## config.mk

```make
export PLATFORM = sky130hd
export DESIGN_NAME = fifo_to_stream
export DESIGN_NICKNAME = d
export VERILOG_FILES = /design/src/rtl/fifo_to_stream.sv
export SDC_FILE = /design/constraint.sdc
export NUM_CORES = 1
export LEC_CHECK = 0
export ABC_AREA = 1
export BUFFER_PORTS_ARGS = -buffer_cell sky130_fd_sc_hd__buf_2
export CAP_MARGIN = 30
export CORE_UTILIZATION = 30
export DETAILED_ROUTE_END_ITERATION = 8
export SLEW_MARGIN = 40
export SYNTH_ARGS = -nofsm -noshare
export SYNTH_HDL_FRONTEND = slang
export SYNTH_SLANG_ARGS = --single-unit
```

## constraint.sdc

```tcl
create_clock -name CLK -period 2.9 [get_ports CLK]
set_input_delay 0.29 -clock CLK [delete_from_list [all_inputs] [get_ports CLK]]
set_output_delay 0.29 -clock CLK [all_outputs]
set_load 0.02 [all_outputs]
```

## src/rtl/fifo_to_stream.sv

```systemverilog
// Drains LEN words from a registered-read upstream fifo onto an AXI-stream style master port.
// A two-entry skid buffer absorbs the one-cycle read latency so full throughput survives backpressure.
module fifo_to_stream #(
   parameter int DATA_WIDTH = 32,
   parameter int LEN_WIDTH  = 16
) (
   input  logic                  CLK,
   input  logic                  RESET,
   input  logic                  START,
   input  logic [LEN_WIDTH-1:0]  LEN,
   output logic                  BUSY,
   output logic                  DONE,
   output logic                  FIFO_RD_CMD,
   input  logic [DATA_WIDTH-1:0] FIFO_RD_DATA,
   input  logic                  FIFO_EMPTY,
   output logic                  M_TVALID,
   input  logic                  M_TREADY,
   output logic [DATA_WIDTH-1:0] M_TDATA,
   output logic                  M_TLAST
);

   typedef enum logic [1:0] {
      IDLE = 2'd0,
      RUN  = 2'd1,
      FIN  = 2'd2
   } state_t;

   state_t                r_state;
   logic                  r_busy;
   logic                  r_done;
   logic [LEN_WIDTH-1:0]  r_rd_rem;
   logic [LEN_WIDTH-1:0]  r_wr_rem;
   logic [1:0]            r_occ;
   logic                  r_inflight;
   logic [DATA_WIDTH-1:0] r_skid0;
   logic [DATA_WIDTH-1:0] r_skid1;

   logic                  w_pop;
   logic                  w_push;
   logic                  w_accept;
   logic [1:0]            w_level;

   assign M_TVALID = (r_occ != 2'd0);
   assign M_TDATA  = r_skid0;
   assign M_TLAST  = M_TVALID & (r_wr_rem == LEN_WIDTH'(1));
   assign BUSY     = r_busy;
   assign DONE     = r_done;

   assign w_pop    = M_TVALID & M_TREADY;
   assign w_push   = r_inflight;
   assign w_accept = (r_state == IDLE) & START & (LEN != '0);

   // Buffer occupancy after this edge; a new read is only legal if its word will still fit.
   assign w_level  = r_occ + {1'b0, r_inflight} - {1'b0, w_pop};

   assign FIFO_RD_CMD = (r_state == RUN) & ~FIFO_EMPTY & (r_rd_rem != '0) & (w_level < 2'd2);

   // NOTE: non-blocking assignments so every register here samples the pre-edge values of the others.
   always_ff @(posedge CLK or posedge RESET) begin
      if (RESET) begin
         r_state <= IDLE;
         r_busy  <= 1'b0;
         r_done  <= 1'b0;
      end else begin
         r_done <= 1'b0;
         case (r_state)
            IDLE: begin
               if (START) begin
                  r_busy <= 1'b1;
                  if (LEN == '0) begin
                     r_state <= FIN;
                     r_done  <= 1'b1;
                  end else begin
                     r_state <= RUN;
                  end
               end
            end
            RUN: begin
               if (w_pop && M_TLAST) begin
                  r_state <= FIN;
                  r_done  <= 1'b1;
               end
            end
            FIN: begin
               r_state <= IDLE;
               r_busy  <= 1'b0;
            end
            default: begin
               r_state <= IDLE;
               r_busy  <= 1'b0;
            end
         endcase
      end
   end

   // NOTE: the skid registers are reset too, because M_TDATA is read straight from skid0 and must be 0 in reset.
   always_ff @(posedge CLK or posedge RESET) begin
      if (RESET) begin
         r_rd_rem   <= '0;
         r_wr_rem   <= '0;
         r_occ      <= 2'd0;
         r_inflight <= 1'b0;
         r_skid0    <= '0;
         r_skid1    <= '0;
      end else begin
         r_inflight <= FIFO_RD_CMD;
         r_occ      <= w_level;

         if (w_accept) begin
            r_rd_rem <= LEN;
            r_wr_rem <= LEN;
         end else begin
            if (FIFO_RD_CMD) r_rd_rem <= r_rd_rem - LEN_WIDTH'(1);
            if (w_pop)       r_wr_rem <= r_wr_rem - LEN_WIDTH'(1);
         end

         case ({w_push, w_pop})
            2'b10: begin
               if (r_occ == 2'd0) r_skid0 <= FIFO_RD_DATA;
               else               r_skid1 <= FIFO_RD_DATA;
            end
            2'b01: begin
               r_skid0 <= r_skid1;
            end
            2'b11: begin
               if (r_occ == 2'd1) begin
                  r_skid0 <= FIFO_RD_DATA;
               end else begin
                  r_skid0 <= r_skid1;
                  r_skid1 <= FIFO_RD_DATA;
               end
            end
            default: ;
         endcase
      end
   end

endmodule

```

==> results.toml <==
[synth]
async_flop_share_pct = 100
synthCells = 619
synth_nets = 676
synth_flop_cell = "dfrtp_1"
avgSynthCellArea_sq_um = 8.41
synth_edf_count = 0
ys_seq_area_share_pct = 49.5
yosysUniqueCellTypes = 30
syn_area_sq_um = 5200
yosysWarnings = 0
synth-seq-cells = 103

[detailed_routing]
drc = 0
vias_per_cell = 4.79
antenna_left = 0
wirelength_um = 13300
drt-wirelength-per-cell_um = 14.3
vias = 4463
drt-pass1-iter-count = 5
drt-initial-drc-count = 234

[place]
dp_hpwl_um = 9230
port_buffers = 89
pre_cts_slack_ns = 0.752
gp_congestion = 0.834

[setup_path]
cp_max_fo = 11
crit_top_cell = "nand2_1"
critPathBufInv = 4
cp_slowest_cell = "dfrtp_1"
path_delay_family = "simple AND/OR/NAND/NOR gates"
critPathArrivalTime_ns = 2.24
crit_type = "flop to output pin"
crit_path_max_incr_delay_ns = 0.42
path_cells = "inv_2 > nand2_4 > nand3_1 > nand2_1 > ha_1 > inv_1 > nand2_1 > nand2_1 > inv_1 > nand2_1 > nand2_1 > nor2_4 > buf_2"
required_ns = 2.61
critPathLaunchType = "flop"
crit_path_end_kind = "output pin"

[die]
die_area_sq_um = 17900
start_util_pct = 31.1
core-area_sq_um = 16800
die_h_um = 134
dieWidth_um = 134
ios = 90
fp-row-count = 47

[sta]
fin_crit_sh_pct = 87.4
setup_viol = 0
min_period_ns = 2.53
rsz0062_at_grt = "no"
fin_tns_setup_ns = 0
setup_ws_ns = 0.366
final_hold_viol_count = 0
tightest_slew_ns = 0.523
fmax_mhz = 395
maxSlewViolCount = 0
maxSlewHeadroom_pct = 65.0
fin_worst_skew_ns = 0.00955

[pwr]
power_density_nw_per_um2 = 1140
vdd_drop_max_mv = 0.546
power.leakage_nw = 3.02
finalPower_w = 0.00713

[cts]
cts-buffers-inserted = 9
clockBufferDepth = 2
numClockSinks = 103
clk_latency_ns = 0.35
htreeDepth = 3
cts_tree = "built"
cts_setup_buffers = 0
clk_transition_reported_paths_ns = 0.08
cts_root_buffer = "clkbuf_16"

[cells_and_area]
multi_input_area_sq_um = 2360
layout.nets = 763
areaGrowthSynthToFinish_pct = 20.2
n_antenna_cell = 0
seq_area_sq_um = 2580
drive_gt1_share_pct = 22.2
n_fill_cell = 1738

[global_route]
grt_use_total_pct = 15.6
grt_pass1_wl_um = 22000
antenna_found_initial = 0
grt_overflow = 0
grt_max_degree = 48
grt_pass1_vias = 4312

[run_status]
status = "completed"

[run]
maxCapViolCount = 0

[min_path]
hp-class = "input pin to flop"
==> kinds of logic after synthesis <==
family,Yosys count,synth area share (%)
and+or+nand+nor,358,29.9
DFF,103,49.5
adders and majority gates,4,0.962
muxes,32,6.92
AOI/OAI and AO/OA,43,5.12
xor gates and xnor gates,14,2.36
buffers and inverters,65,5.24
==> synthesized netlist by cell type, types with 4 or more instances <==
master	count	area [sq um]
nand3b_1	7	52.6
nand2_1	143	537
buf_1	4	15.0
dfrtp_1	103	2580
buf_2	8	40.0
a31oi_1	32	200
nand3_1	109	546
ha_1	4	50.1
mux2_2	32	360
nand4_1	6	37.5
xor2_1	11	96.3
clkbuf_1	11	41.3
inv_1	37	139
nor2_1	84	315
==> final cells by class <==
type / instances / share of cell area, %
timing repair buffer: 103 / 9.48
inverter: 38 / 2.34
clock inverter: 7 / 1.26
multi-input combinational: 451 / 37.7
clock buffer: 9 / 3.60
tap: 220 / 4.40
sequential: 103 / 41.2
==> final timing paths <==
check                                    from                        to  slack, ns  cells past startpoint
max                        r_occ[1]$_DFF_PP0_               FIFO_RD_CMD       0.37                     13
min                           FIFO_RD_DATA[5]    r_skid1[5]$_DFFE_PP0P_       0.18                      2
max reg2reg                r_occ[1]$_DFF_PP0_   r_rd_rem[0]$_DFFE_PP0P_       0.81                     15
min reg2reg                  BUSY$_DFFE_PP0P_          BUSY$_DFFE_PP0P_       0.49                      2
max in group asynchronous               RESET    M_TDATA[2]$_DFFE_PP0P_       1.76                      4
min in group asynchronous               RESET  r_wr_rem[14]$_DFFE_PP0P_       0.49                      3
==> per-stage QoR <==
step           cell area [sq um]  util, %  instances  hold slack [ns]
6_report                    6260     37.3        931            0.179
5_1_grt                     6260     37.3        931            0.175
4_1_cts                     6220     37.1        929           0.0994
3_5_place_dp                5920     35.3        913            0.468
3_3_place_gp                5900     35.2        912            0.486
2_1_floorplan               5210        -        619            0.419
==> state kept, by name (all words and copies together), names as in the netlist <==
| signal | flops |
|---|---|
| r_occ | 2 |
| M_TDATA | 32 |
| DONE | 1 |
| r_wr_rem | 16 |
| r_skid1 | 32 |
| r_rd_rem | 16 |
| BUSY | 1 |
| r_state | 2 |
| r_inflight | 1 |
==> layer usage <==
metal | GRT usage [%] | part of all wire [%]
met1 | 20.4 | 47
met2 | 25.8 | 48
met4 | 6.00 | 1.9
met5 | 0 | 0
met3 | 2.40 | 2.8
==> where the power goes <==
part / switching, W / internal, W / total, W / leakage [nW]
Combinational: 0.00199 / 0.00126 / 0.00325 / 1.65
Clock: 0.000585 / 0.000678 / 0.00126 / 0.139
Sequential: 0.000471 / 0.00214 / 0.00262 / 1.23
Total: 0.00305 / 0.00408 / 0.00713 / 3.02
==> what timing repair did <==
item | in CTS | in global routing
endpoints found under the hold margin | 0 | 11
hold buffers | 0 | 1
resized for setup | 0 | 0
==> layout by cell type (no fill, tap or decap), types with 2 or more instances in the layout <==
cell          n
nand2_1     143
nand3_1     109
dfrtp_1     103
buf_2        89
nor2_1       84
inv_1        36
a31oi_1      32
mux2_2       32
xor2_1       11
buf_4        10
clkbuf_16     9
nand3b_1      7
nand4_1       6
clkinvlp_4    4
ha_1          4
o21ai_0       3
a21oi_1       3
nor3_1        3
xnor2_1       3
nor2_4        2
o22ai_1       2
inv_6         2
Power figures use the tool's default switching activity.
